### config.mk
export PLATFORM = sky130hd
export DESIGN_NAME = cp0_unit_flat
export DESIGN_NICKNAME = d
export VERILOG_FILES = /design/src/rtl/cp0_pkg.sv /design/src/rtl/cp0_if.sv /design/src/rtl/cp0_exc_prio.sv /design/src/rtl/cp0_unit.sv /design/src/flat_wrapper.sv
export SDC_FILE = /design/constraint.sdc
export NUM_CORES = 1
export LEC_CHECK = 0
export ABC_CLOCK_PERIOD_IN_PS = 2700
export BUFFER_PORTS_ARGS = -buffer_cell sky130_fd_sc_hd__buf_4
export CELL_PAD_IN_SITES_DETAIL_PLACEMENT = 1
export CELL_PAD_IN_SITES_GLOBAL_PLACEMENT = 2
export CORE_ASPECT_RATIO = 0.75
export CORE_MARGIN = 5
export CORE_UTILIZATION = 29
export CTS_BUF_LIST = sky130_fd_sc_hd__clkbuf_8 sky130_fd_sc_hd__clkbuf_16
export CTS_CLUSTER_DIAMETER = 60
export CTS_CLUSTER_SIZE = 14
export DETAILED_ROUTE_END_ITERATION = 10
export PLACE_DENSITY = 0.77
export SYNTH_ARGS = -nofsm -noshare
export SYNTH_HDL_FRONTEND = slang
export SYNTH_HIERARCHICAL = 1
export SYNTH_SLANG_ARGS = --single-unit
### constraint.sdc
create_clock -name clock -period 2.7 [get_ports clock]
set_input_delay 0.135 -clock clock [delete_from_list [all_inputs] [get_ports clock]]
set_output_delay 0.135 -clock clock [all_outputs]
set_load 0.03 [all_outputs]
### src/rtl/cp0_pkg.sv
// Shared CP0 definitions: register indices, exception codes, field positions.
package cp0_pkg;

  localparam logic [4:0] CP0_COUNT   = 5'd9;
  localparam logic [4:0] CP0_COMPARE = 5'd11;
  localparam logic [4:0] CP0_STATUS  = 5'd12;
  localparam logic [4:0] CP0_CAUSE   = 5'd13;
  localparam logic [4:0] CP0_EPC     = 5'd14;

  localparam logic [4:0] EXC_INT  = 5'd0;
  localparam logic [4:0] EXC_SYS  = 5'd8;
  localparam logic [4:0] EXC_BP   = 5'd9;
  localparam logic [4:0] EXC_RI   = 5'd10;
  localparam logic [4:0] EXC_OV   = 5'd12;
  localparam logic [4:0] EXC_DIV0 = 5'd13;

  localparam int ST_IE   = 0;
  localparam int ST_EXL  = 1;
  localparam int IM_LO   = 10;
  localparam int IP_LO   = 10;
  localparam int CODE_LO = 2;

  localparam logic [31:0] EXC_VECTOR_DEF = 32'h0000_F000;

  typedef struct packed {
    logic ri;
    logic ov;
    logic div0;
    logic sys;
    logic bp;
    logic eret;
  } exc_flags_t;

  function automatic logic [31:0] status_word(logic [5:0] im, logic exl, logic ie);
    logic [31:0] w;
    w = '0;
    w[IM_LO +: 6] = im;
    w[ST_EXL]     = exl;
    w[ST_IE]      = ie;
    return w;
  endfunction

  function automatic logic [31:0] cause_word(logic [5:0] ip, logic [4:0] code);
    logic [31:0] w;
    w = '0;
    w[IP_LO +: 6]   = ip;
    w[CODE_LO +: 5] = code;
    return w;
  endfunction

endpackage

### src/rtl/cp0_if.sv
// Writeback-stage to CP0 bus: instruction info and event flags in, control/data out.
interface cp0_if;
  logic        WB_valid;
  logic [31:0] WB_PC;
  logic [31:0] WB_rd;
  logic [31:0] WB_rt_value;
  logic        WB_Overflow;
  logic        WB_Divide_zero;
  logic        WB_Syscall;
  logic        WB_Break;
  logic        WB_Eret;
  logic        WB_Reserved_instruction;
  logic        WB_Mfc0;
  logic        WB_Mtc0;
  logic [5:0]  ext_int;
  logic [31:0] cp0_rdata;
  logic        exc_flush;
  logic        wb_cancel;
  logic        pc_redirect;
  logic [31:0] redirect_pc;
  logic        cp0_backFromEret;

  modport master (
    output WB_valid, WB_PC, WB_rd, WB_rt_value, WB_Overflow, WB_Divide_zero,
           WB_Syscall, WB_Break, WB_Eret, WB_Reserved_instruction, WB_Mfc0,
           WB_Mtc0, ext_int,
    input  cp0_rdata, exc_flush, wb_cancel, pc_redirect, redirect_pc,
           cp0_backFromEret
  );

  modport slave (
    input  WB_valid, WB_PC, WB_rd, WB_rt_value, WB_Overflow, WB_Divide_zero,
           WB_Syscall, WB_Break, WB_Eret, WB_Reserved_instruction, WB_Mfc0,
           WB_Mtc0, ext_int,
    output cp0_rdata, exc_flush, wb_cancel, pc_redirect, redirect_pc,
           cp0_backFromEret
  );
endinterface

### src/rtl/cp0_exc_prio.sv
// Picks the single event taken in WB: Int > RI > Ov > Div0 > Sys > Bp, then eret.
module cp0_exc_prio
  import cp0_pkg::*;
(
  input  logic       valid,
  input  logic       int_pend,
  input  exc_flags_t flags,
  output logic       taken,
  output logic       is_eret,
  output logic [4:0] exccode
);

  always_comb begin
    taken   = 1'b0;
    exccode = EXC_INT;
    if (valid) begin
      taken = 1'b1;
      if (int_pend)        exccode = EXC_INT;
      else if (flags.ri)   exccode = EXC_RI;
      else if (flags.ov)   exccode = EXC_OV;
      else if (flags.div0) exccode = EXC_DIV0;
      else if (flags.sys)  exccode = EXC_SYS;
      else if (flags.bp)   exccode = EXC_BP;
      else                 taken   = 1'b0;
    end
  end

  assign is_eret = valid & flags.eret & ~taken;

endmodule

### src/rtl/cp0_unit.sv
// CP0 coprocessor: Count/Compare/Status/Cause/EPC plus WB-stage exception and eret control.
module cp0_unit
  import cp0_pkg::*;
#(
  parameter logic [31:0] EXC_VECTOR = EXC_VECTOR_DEF
) (
  input  logic  clock,
  input  logic  reset,
  cp0_if.slave  bus
);

  logic [31:0] count_q, compare_q, epc_q;
  logic [5:0]  im_q, ip_q;
  logic        exl_q, ie_q, timer_pending_q, back_q;
  logic [4:0]  exccode_q;

  logic [4:0]  idx;
  logic        unused_rd_hi;
  exc_flags_t  flags;
  logic        int_pend, taken, is_eret;
  logic [4:0]  exccode;
  logic        mtc0_we, wr_count, wr_compare, wr_status, wr_epc;
  logic [31:0] rd_val;

  assign idx          = bus.WB_rd[4:0];
  assign unused_rd_hi = ^bus.WB_rd[31:5];

  assign flags = '{ri:   bus.WB_Reserved_instruction,
                   ov:   bus.WB_Overflow,
                   div0: bus.WB_Divide_zero,
                   sys:  bus.WB_Syscall,
                   bp:   bus.WB_Break,
                   eret: bus.WB_Eret};

  assign int_pend = ie_q & ~exl_q & (|(ip_q & im_q)) & bus.WB_valid;

  cp0_exc_prio u_prio (
    .valid    (bus.WB_valid),
    .int_pend (int_pend),
    .flags    (flags),
    .taken    (taken),
    .is_eret  (is_eret),
    .exccode  (exccode)
  );

  // A taken exception kills the instruction, so its mtc0 never lands.
  assign mtc0_we    = bus.WB_valid & bus.WB_Mtc0 & ~taken;
  assign wr_count   = mtc0_we && (idx == CP0_COUNT);
  assign wr_compare = mtc0_we && (idx == CP0_COMPARE);
  assign wr_status  = mtc0_we && (idx == CP0_STATUS);
  assign wr_epc     = mtc0_we && (idx == CP0_EPC);

  always_ff @(posedge clock) begin
    if (reset) begin
      count_q         <= '0;
      compare_q       <= '0;
      epc_q           <= '0;
      im_q            <= '0;
      ip_q            <= '0;
      exl_q           <= 1'b0;
      ie_q            <= 1'b0;
      exccode_q       <= '0;
      timer_pending_q <= 1'b0;
      back_q          <= 1'b0;
    end else begin
      count_q <= wr_count ? bus.WB_rt_value : count_q + 32'd1;
      if (wr_compare) compare_q <= bus.WB_rt_value;
      // Rewriting Compare acknowledges the timer even if it matches this cycle.
      if (wr_compare)                  timer_pending_q <= 1'b0;
      else if (count_q == compare_q)   timer_pending_q <= 1'b1;
      ip_q <= {bus.ext_int[5] | timer_pending_q, bus.ext_int[4:0]};
      if (wr_status) begin
        im_q  <= bus.WB_rt_value[IM_LO +: 6];
        exl_q <= bus.WB_rt_value[ST_EXL];
        ie_q  <= bus.WB_rt_value[ST_IE];
      end
      // Hardware EXL update follows the mtc0 so it wins on the same edge.
      if (taken) begin
        exl_q     <= 1'b1;
        exccode_q <= exccode;
      end else if (is_eret) begin
        exl_q <= 1'b0;
      end
      if (taken && !exl_q) epc_q <= bus.WB_PC;
      else if (wr_epc)     epc_q <= bus.WB_rt_value;
      back_q <= is_eret;
    end
  end

  always_comb begin
    rd_val = '0;
    case (idx)
      CP0_COUNT:   rd_val = count_q;
      CP0_COMPARE: rd_val = compare_q;
      CP0_STATUS:  rd_val = status_word(im_q, exl_q, ie_q);
      CP0_CAUSE:   rd_val = cause_word(ip_q, exccode_q);
      CP0_EPC:     rd_val = epc_q;
      default:     rd_val = '0;
    endcase
  end

  assign bus.cp0_rdata        = (!reset && bus.WB_Mfc0) ? rd_val : '0;
  assign bus.exc_flush        = ~reset & (taken | is_eret);
  assign bus.wb_cancel        = ~reset & taken;
  assign bus.pc_redirect      = ~reset & (taken | is_eret);
  assign bus.redirect_pc      = reset   ? '0 :
                                taken   ? EXC_VECTOR :
                                is_eret ? epc_q : '0;
  assign bus.cp0_backFromEret = back_q;

endmodule
### src/flat_wrapper.sv
// flat-port wrapper written by rule: the top's interface ports become plain ports
module cp0_unit_flat import cp0_pkg::*;
#(
  parameter logic [31:0] EXC_VECTOR = EXC_VECTOR_DEF
)
  (clock, reset, bus_WB_valid, bus_WB_PC, bus_WB_rd, bus_WB_rt_value, bus_WB_Overflow, bus_WB_Divide_zero, bus_WB_Syscall, bus_WB_Break, bus_WB_Eret, bus_WB_Reserved_instruction, bus_WB_Mfc0, bus_WB_Mtc0, bus_ext_int, bus_cp0_rdata, bus_exc_flush, bus_wb_cancel, bus_pc_redirect, bus_redirect_pc, bus_cp0_backFromEret);
  cp0_if bus_i ();
  input  logic clock;
  input  logic reset;
  input wire logic [$bits(bus_i.WB_valid)-1:0] bus_WB_valid;
  input wire logic [$bits(bus_i.WB_PC)-1:0] bus_WB_PC;
  input wire logic [$bits(bus_i.WB_rd)-1:0] bus_WB_rd;
  input wire logic [$bits(bus_i.WB_rt_value)-1:0] bus_WB_rt_value;
  input wire logic [$bits(bus_i.WB_Overflow)-1:0] bus_WB_Overflow;
  input wire logic [$bits(bus_i.WB_Divide_zero)-1:0] bus_WB_Divide_zero;
  input wire logic [$bits(bus_i.WB_Syscall)-1:0] bus_WB_Syscall;
  input wire logic [$bits(bus_i.WB_Break)-1:0] bus_WB_Break;
  input wire logic [$bits(bus_i.WB_Eret)-1:0] bus_WB_Eret;
  input wire logic [$bits(bus_i.WB_Reserved_instruction)-1:0] bus_WB_Reserved_instruction;
  input wire logic [$bits(bus_i.WB_Mfc0)-1:0] bus_WB_Mfc0;
  input wire logic [$bits(bus_i.WB_Mtc0)-1:0] bus_WB_Mtc0;
  input wire logic [$bits(bus_i.ext_int)-1:0] bus_ext_int;
  output wire logic [$bits(bus_i.cp0_rdata)-1:0] bus_cp0_rdata;
  output wire logic [$bits(bus_i.exc_flush)-1:0] bus_exc_flush;
  output wire logic [$bits(bus_i.wb_cancel)-1:0] bus_wb_cancel;
  output wire logic [$bits(bus_i.pc_redirect)-1:0] bus_pc_redirect;
  output wire logic [$bits(bus_i.redirect_pc)-1:0] bus_redirect_pc;
  output wire logic [$bits(bus_i.cp0_backFromEret)-1:0] bus_cp0_backFromEret;
  assign bus_i.WB_valid = bus_WB_valid;
  assign bus_i.WB_PC = bus_WB_PC;
  assign bus_i.WB_rd = bus_WB_rd;
  assign bus_i.WB_rt_value = bus_WB_rt_value;
  assign bus_i.WB_Overflow = bus_WB_Overflow;
  assign bus_i.WB_Divide_zero = bus_WB_Divide_zero;
  assign bus_i.WB_Syscall = bus_WB_Syscall;
  assign bus_i.WB_Break = bus_WB_Break;
  assign bus_i.WB_Eret = bus_WB_Eret;
  assign bus_i.WB_Reserved_instruction = bus_WB_Reserved_instruction;
  assign bus_i.WB_Mfc0 = bus_WB_Mfc0;
  assign bus_i.WB_Mtc0 = bus_WB_Mtc0;
  assign bus_i.ext_int = bus_ext_int;
  assign bus_cp0_rdata = bus_i.cp0_rdata;
  assign bus_exc_flush = bus_i.exc_flush;
  assign bus_wb_cancel = bus_i.wb_cancel;
  assign bus_pc_redirect = bus_i.pc_redirect;
  assign bus_redirect_pc = bus_i.redirect_pc;
  assign bus_cp0_backFromEret = bus_i.cp0_backFromEret;
  cp0_unit #(.EXC_VECTOR(EXC_VECTOR)) u_core (.clock(clock), .reset(reset), .bus(bus_i));
endmodule
# [After elaboration in Yosys (flattened, before gate mapping)]
# Index checks and enable logic that the tools add are counted.
[classes] add_sub_neg=1 n_bitwise=15 reduce_logical=12 muxes=25 n_eq_ne=6
[op_table] operator="32-bit 2-to-1 mux" n=7
[op_table] operator="32-bit case mux with 5 select lines" n=1
[op_table] operator="32-bit by 1-bit adder with 32-bit output, second input constant" n=1
[op_table] operator="32-bit == test" n=1
[op_table] operator="4-bit 2-to-1 mux" n=7
[op_table] operator="5-bit by 4-bit == test with 1-bit output, second input constant" n=5
[op_table] operator="1-bit 2-to-1 mux" n=10
[op_table] operator="1-bit bitwise AND" n=9
[op_table] operator="6-bit bitwise AND" n=1
[op_table] operator="1-bit logical AND" n=6
[op_table] operator="6-bit OR reduction" n=1
[op_table] operator="1-bit NOT" n=3
[op_table] operator="3-bit nonzero test" n=1
[op_table] operator="1-bit zero test" n=2
[op_table] operator="1-bit bitwise OR" n=2
[op_table] operator="2-bit nonzero test" n=1
[op_table] operator="2-bit OR reduction" n=1
[word_totals] input_bits=113 elab_cells=69 out_inout_bits=68 regBits=117

# [Longest topological paths before layout]
[logic_depth] ltp_word=13 ltp_mapped=14

# [Modules after synthesis]
# The synthesis kept the hierarchy.
[by_module_without_submodules] module="cp0_unit" seq_area_each_um2=2342.2 cells_per_inst=776 n_inst=1 area_each_um2=6496.2
[by_module_without_submodules] module="cp0_exc_prio" seq_area_each_um2=0.0 cells_per_inst=15 n_inst=1 area_each_um2=105.1

# [Worst setup path after synthesis]
# Ideal clock, no wire load.
[synth_path] kind="flip-flop to output port" from="register u_core.im_q[2]" to="output bus_pc_redirect" t_required_ns=2.565 arrival_time_ns=2.368 slack_ns=0.197 stages_incl_launch_ff=11 path_cell_list="dfxtp_1 > a22oi_1 > nand2_1 > a221oi_1 > nor3_1 > nor2_1 > a21boi_0 > buf_2 > nor2b_1 > or2_1 > buf_4"
[synth_between] elab_chain_cells=10
[synth_rtl] element="start, declared" line_no="cp0_unit.sv:13" text="logic [5:0] im_q, ip_q;"
[synth_rtl] element="start signal, assigned" line_no="cp0_unit.sv:73" text="im_q <= bus.WB_rt_value[IM_LO +: 6];"
[synth_rtl] element="6-bit bitwise AND *" line_no="cp0_unit.sv:35" text="assign int_pend = ie_q & ~exl_q & (|(ip_q & im_q)) & bus.WB_valid;"
[synth_rtl] element="6-bit OR reduction *" line_no="cp0_unit.sv:35"
[synth_rtl] element="1-bit bitwise AND * (2 in series)" line_no="cp0_unit.sv:35"
[synth_rtl] element="named net u_core.int_pend" line_no="cp0_unit.sv:20" text="logic int_pend, taken, is_eret;"
[synth_rtl] element="1-bit 2-to-1 mux *" line_no="cp0_exc_prio.sv:18" text="if (int_pend) exccode = EXC_INT;"
[synth_rtl] element="1-bit 2-to-1 mux *" line_no="cp0_exc_prio.sv:16" text="if (valid) begin"
[synth_rtl] element="named net u_core.taken" line_no="cp0_unit.sv:20"
[synth_rtl] element="1-bit NOT" line_no="cp0_exc_prio.sv:28" text="assign is_eret = valid & flags.eret & ~taken;"
[synth_rtl] element="1-bit bitwise AND" line_no="cp0_exc_prio.sv:28"
[synth_rtl] element="1-bit bitwise OR *"
[synth_rtl] element="1-bit bitwise AND *"
[synth_rtl] element="end, declared" line_no="flat_wrapper.sv:26" text="output wire logic [$bits(bus_i.pc_redirect)-1:0] bus_pc_redirect;"
# The timed path passes the listed nets; every way through them passes the cells marked *.

# [Worst setup path after layout]
[layout_path] from="register u_core.im_q[2]" to="output bus_redirect_pc[0]"
[layout_between] elab_chain_cells=11
[layout_rtl] element="6-bit bitwise AND" line_no="cp0_unit.sv:35"
[layout_rtl] element="6-bit OR reduction" line_no="cp0_unit.sv:35"
[layout_rtl] element="1-bit bitwise AND (2 in series)" line_no="cp0_unit.sv:35"
[layout_rtl] element="named net u_core.int_pend" line_no="cp0_unit.sv:20"
[layout_rtl] element="1-bit 2-to-1 mux" line_no="cp0_exc_prio.sv:18"
[layout_rtl] element="1-bit 2-to-1 mux" line_no="cp0_exc_prio.sv:16"
[layout_rtl] element="1-bit NOT" line_no="cp0_exc_prio.sv:28"
[layout_rtl] element="1-bit bitwise AND" line_no="cp0_exc_prio.sv:28"
[layout_rtl] element="named net u_core.is_eret" line_no="cp0_unit.sv:20"
[layout_rtl] element="32-bit 2-to-1 mux" line_no="cp0_unit.sv:108" text="is_eret ? epc_q : '0;"
[layout_rtl] element="32-bit 2-to-1 mux" line_no="cp0_unit.sv:107" text="taken ? EXC_VECTOR :"
[layout_rtl] element="32-bit 2-to-1 mux" line_no="cp0_unit.sv:106" text="assign bus.redirect_pc = reset ? '0 :"
[layout_rtl] element="end, declared" line_no="flat_wrapper.sv:27" text="output wire logic [$bits(bus_i.redirect_pc)-1:0] bus_redirect_pc;"
# The timed path passes the listed nets, and every way through them passes these cells.

==> tab_implementation.tex <==
\begin{tabular}{lr}
\hline
Metric & Value \\
\hline
\multicolumn{2}{l}{\textbf{Setup path}} \\
\quad Reg2reg end & u\_core/exl\_q \\
\quad Number of cells on the critical path & 14 \\
\quad Largest stage delay, worst path & roughly 0.33 ns \\
\quad Bufs and invs on worst path & 6 \\
\quad Largest fanout on the critical path & 5 \\
\quad Setup CP Type & reg -> out \\
\quad Worst setup EP type & output port \\
\quad Data arrival at the endpoint of the critical path & between 2 and 3 ns \\
\quad Critical path capture point & bus\_redirect\_pc[0] \\
\quad Reg2reg setup slack & approximately 0.32 ns \\
\quad CP startpoint kind & register \\
\quad Delay-heaviest family, CP & simple AND/OR/NAND/NOR gates \\
\quad Crit-path slowest cell & sky130\_fd\_sc\_hd\_\_dfxtp\_2 \\
\quad Cell Chain, Critical Path & a22oi\_2, nand2\_1, a221oi\_2, buf\_4, nor3\_4, nand2b\_4, and4b\_1, inv\_2, nor3\_4, buf\_6, buf\_8, buf\_12, and2\_4, buf\_6 \\
\quad Worst path required time & between 2 and 3 ns \\
\quad Critical R2R Launch & u\_core/im\_q[2] \\
\quad Critical path launch point & u\_core/im\_q[2] \\
\quad Number of cell instances on the worst register-to-register path & 12 \\
\multicolumn{2}{l}{\textbf{Place}} \\
\quad Sum of net half-perimeters after detailed placement & approximately 17000 um \\
\quad Setup slack at placement & 0.1145 ns \\
\quad Last weighted congestion value of the routability-driven placer & about 0.80 \\
\quad Number of placed instances, taps included & around 1200 \\
\quad Count of input and output buffers & roughly 150 \\
\multicolumn{2}{l}{\textbf{Yosys}} \\
\quad Simple-gate portion of the synthesized area & between 20\% and 30\% \\
\quad Primary flip-flop cell chosen by synthesis mapping & sky130\_fd\_sc\_hd\_\_dfxtp\_1 \\
\quad Async set-reset flop share out of synthesis & 0\% \\
\quad Synthesized net count & between 900 and 1000 \\
\quad Area share of xor/xnor cells in the synthesized design & around 8\% \\
\quad Syn. warnings & 6 \\
\quad Yosys cell types & 51 \\
\quad Share of the synthesized area in compound gates (AO/OA/AOI/OAI) & 16.47\% \\
\quad Share of the yosys chip area belonging to registers & between 30\% and 40\% \\
\quad Largest family of logic cells by synthesized area & simple AND/OR/NAND/NOR gates \\
\quad EDFF count, synth & 0 \\
\quad Adder-cell share of the synthesized area & 0.1895\% \\
\quad Number of synthesized register bits & roughly 120 \\
\quad Synthesized area & approximately 6600 um2 \\
\quad Number of standard cells after synthesis & 791 \\
\quad Syn\_area\_per\_cell & 8.346 um2 \\
\quad Share of synthesized area spent on multiplexers & about an eighth \\
\multicolumn{2}{l}{\textbf{Timing}} \\
\quad Upper clock frequency limit & between 300 and 400 MHz \\
\quad \# setup viols final & 34 \\
\quad Worst Max-Slew Pin Slew & roughly 0.93 ns \\
\quad Sum Neg Setup Slack & -1.865 ns \\
\quad Final worst-path setup slack & -0.1007 ns \\
\quad Skew final & 0.01627 ns \\
\quad Max Transition Viols Final & 0 \\
\quad Final Hold Viols & 0 \\
\quad Portion of the clock cycle consumed by the worst path in the final layout & 103.7\% \\
\quad Unrepaired setup endpoints after global routing & true \\
\quad Shortest clock period the worst path allows after layout & approximately 2.8 ns \\
\quad Slew Limit Headroom & 38.27\% \\
\multicolumn{2}{l}{\textbf{GRT}} \\
\quad Number of antenna violations at the first check in global routing & 0 \\
\quad Maximum number of pins on one net before global-route repair & 80 \\
\quad Wire length of the first global-routing pass & slightly below 40000 um \\
\quad Total overflow reported by the global router & 0 \\
\quad Number of global-route vias before repair & approximately 6600 \\
\quad Global routing usage summed across all routing layers & between 10\% and 20\% \\
\multicolumn{2}{l}{\textbf{Clock network}} \\
\quad Clock slew seen by the registers of the worst setup and hold paths & $\sim$0.060 ns \\
\quad Clock root buffer & sky130\_fd\_sc\_hd\_\_clkbuf\_16 \\
\quad Clk\_lat worst skew & $\sim$0.43 ns \\
\quad Clock tree from TritonCTS & built \\
\quad H-Tree Depth & 4 \\
\quad CTS buffer count & 17 \\
\quad Num Clock Sinks & around 120 \\
\quad Buffers from clock root to sink, at most & 2 \\
\multicolumn{2}{l}{\textbf{Floorplan}} \\
\quad Number of standard-cell rows in the floorplan & 47 \\
\quad Vertical die dimension & about 140 um \\
\quad Core box area & $\sim$22000 um2 \\
\quad Die area & roughly 26000 um2 \\
\quad Effective utilization at floorplan & between 20\% and 30\% \\
\quad Boundary Pins & $\sim$180 \\
\quad Die Wd & between 150 and 200 um \\
\multicolumn{2}{l}{\textbf{Route}} \\
\quad Remaining design rule violation count & 0 \\
\quad Total number of vias & about 6500 \\
\quad Routed WL per cell & slightly below 20 um \\
\quad Final WL & about 25000 um \\
\quad Number of iterations in the first detailed-routing pass & 5 \\
\quad First DRT Iteration DRCs & around 360 \\
\quad Remaining antenna violation count & 0 \\
\quad Vias/cell & between 5 and 6 \\
\multicolumn{2}{l}{\textbf{Run status}} \\
\quad Violated checks & setup timing \\
\quad Run status & complete, but fails checks \\
\multicolumn{2}{l}{\textbf{Final layout}} \\
\quad Share of post-route cells with drive strength above 1 & 26.71\% \\
\quad Core Util, Final & a little over two fifths \\
\quad Number of fillers in the final layout & 2570 \\
\quad Area growth from synthesis to layout & 42.91\% \\
\quad Leading cell types in the layout, fill and taps excluded & sky130\_fd\_sc\_hd\_\_buf\_4, sky130\_fd\_sc\_hd\_\_dfxtp\_1, sky130\_fd\_sc\_hd\_\_nor2\_1 \\
\quad Final-stage net count & $\sim$1100 \\
\quad Footprint of the multi-input gates & 4094 um2 \\
\quad Commonest non-fill, non-tap cell in the layout & sky130\_fd\_sc\_hd\_\_buf\_4 \\
\quad Antenna cells & 0 \\
\quad Non-filler cells in the finished layout & $\sim$1300 \\
\quad Register area & roughly 2300 um2 \\
\multicolumn{2}{l}{\textbf{Power and ir drop}} \\
\quad Leakage & between 0.003 and 0.004 uW \\
\quad Power density cells & $\sim$500 nW/um2 \\
\quad Worst vdd rail ir drop & about 0.00042 V \\
\multicolumn{2}{l}{\textbf{Worst hold path}} \\
\quad Hold/Removal Path Class & in -> reg \\
\multicolumn{2}{l}{\textbf{Job}} \\
\quad Maxcap violations & 0 \\
\hline
\end{tabular}
-- Yosys cell counts (2+ instances only) --
cell type | count | area [um2]
sky130_fd_sc_hd__a211oi_1 | 62 | 465.5
sky130_fd_sc_hd__a21o_1 | 5 | 37.54
sky130_fd_sc_hd__a21oi_1 | 41 | 205.2
sky130_fd_sc_hd__a221oi_1 | 3 | 26.28
sky130_fd_sc_hd__a222oi_1 | 5 | 50.05
sky130_fd_sc_hd__a22oi_1 | 29 | 217.7
sky130_fd_sc_hd__a311oi_1 | 2 | 17.52
sky130_fd_sc_hd__and2_1 | 29 | 181.4
sky130_fd_sc_hd__and3_1 | 5 | 31.28
sky130_fd_sc_hd__and3b_1 | 2 | 17.52
sky130_fd_sc_hd__and4_1 | 3 | 26.28
sky130_fd_sc_hd__buf_1 | 6 | 22.52
sky130_fd_sc_hd__buf_2 | 4 | 20.02
sky130_fd_sc_hd__buf_4 | 2 | 15.01
sky130_fd_sc_hd__clkbuf_1 | 55 | 206.5
sky130_fd_sc_hd__dfxtp_1 | 117 | 2342
sky130_fd_sc_hd__inv_1 | 4 | 15.01
sky130_fd_sc_hd__mux2_1 | 34 | 382.9
sky130_fd_sc_hd__mux2i_1 | 45 | 450.4
sky130_fd_sc_hd__nand2_1 | 82 | 307.8
sky130_fd_sc_hd__nand3_1 | 10 | 50.05
sky130_fd_sc_hd__nand3b_1 | 4 | 30.03
sky130_fd_sc_hd__nand4_1 | 18 | 112.6
sky130_fd_sc_hd__nor2_1 | 112 | 420.4
sky130_fd_sc_hd__nor2b_1 | 7 | 43.79
sky130_fd_sc_hd__nor3_1 | 8 | 40.04
sky130_fd_sc_hd__nor3b_1 | 2 | 15.01
sky130_fd_sc_hd__nor4_1 | 3 | 18.77
sky130_fd_sc_hd__nor4_2 | 7 | 87.58
sky130_fd_sc_hd__nor4bb_1 | 3 | 30.03
sky130_fd_sc_hd__o21ai_0 | 2 | 10.01
sky130_fd_sc_hd__or2_1 | 3 | 18.77
sky130_fd_sc_hd__xnor2_1 | 52 | 455.4
sky130_fd_sc_hd__xor2_1 | 8 | 70.07
-- timing repair --
item | in CTS | in global routing
hold buffers | 35 | 0
setup endpoints to repair | 35 | 35
gates cloned | 3 | 0
resized for setup | 52 | 13
buffers inserted | 7 | 1
endpoints found under the hold margin | 37 | 0
pin swaps | 15 | 7
-- sequential cells by signal, indices dropped and copies added (netlist names) --
register / cells
u_core/im_q: 6
u_core/exccode_q: 5
u_core/exl_q: 1
u_core/compare_q: 32
u_core/count_q: 32
u_core/ip_q: 6
u_core/bus.cp0_backFromEret: 1
u_core/ie_q: 1
u_core/epc_q: 32
u_core/timer_pending_q: 1
-- stage by stage --
step | hold slack (ns) | area [um2] | total power [uW]
3_3_place_gp | 0.3504 | 8153 | 2353
5_1_grt | 0.02179 | 9434 | 4908
4_1_cts | 0.004942 | 9389 | 4770
6_report | 0.02200 | 9434 | 4735
3_5_place_dp | 0.3545 | 8153 | 2359
2_1_floorplan | 0.2508 | 6601 | 2112
-- worst min-delay path: stages --
cell and delay [ns]:
sky130_fd_sc_hd__buf_4 0.14, sky130_fd_sc_hd__nand2_1 0.06, sky130_fd_sc_hd__a21oi_1 0.05
-- per-layer routing --
| layer | track usage [%] | up-vias | wire length, um |
|---|---|---|---|
| met2 | 29.91 | 154 | 11500 |
| met4 | 4.590 | 0 | 246 |
| li1 | - | 3143 | - |
| met5 | 0 | - | 0 |
| met1 | 26.83 | 3148 | 12070 |
| met3 | 4.198 | 17 | 1300 |
-- report_power, final --
part | switching (uW) | internal, uW
clock network | 829 | 1530
registers | 60.0 | 1790
logic | 264 | 259
total | 1150 | 3580
-- layout make-up --
cell class                 count  share of cell area [%]
tap                          294                   3.899
multi-input combinational    601                   43.40
clock buffer                  21                   5.093
timing repair buffer         223                   21.18
inverter                       5                  0.1989
sequential                   117                   24.85
clock inverter                10                   1.379
-- cell families (layout without fill, tap and decap cells) --
group | Yosys count | count (layout)
adder cells (fa/ha/maj) | 1 | 1
buffers and inverters | 73 | 259
AO/OA/AOI/OAI | 155 | 155
flip-flops | 117 | 117
other | 1 | 1
multiplexers | 80 | 80
XOR/XNOR | 60 | 60
AND/OR/NAND/NOR | 304 | 304
-- how the worst min path moves through the flow --
stage,startpoint,end,slack (ns),cells past startpoint
floorplan,bus_ext_int[5],u_core/ip_q[5],0.25,2
global placement,bus_ext_int[0],u_core/ip_q[0],0.35,2
detailed placement,bus_ext_int[0],u_core/ip_q[0],0.35,2
CTS,bus_WB_rt_value[1],u_core/compare_q[1],0.005,3
global route,bus_WB_rt_value[14],u_core/compare_q[14],0.02,3
finish,bus_WB_rt_value[1],u_core/compare_q[1],0.02,3
(Power assumes the default switching activity.)
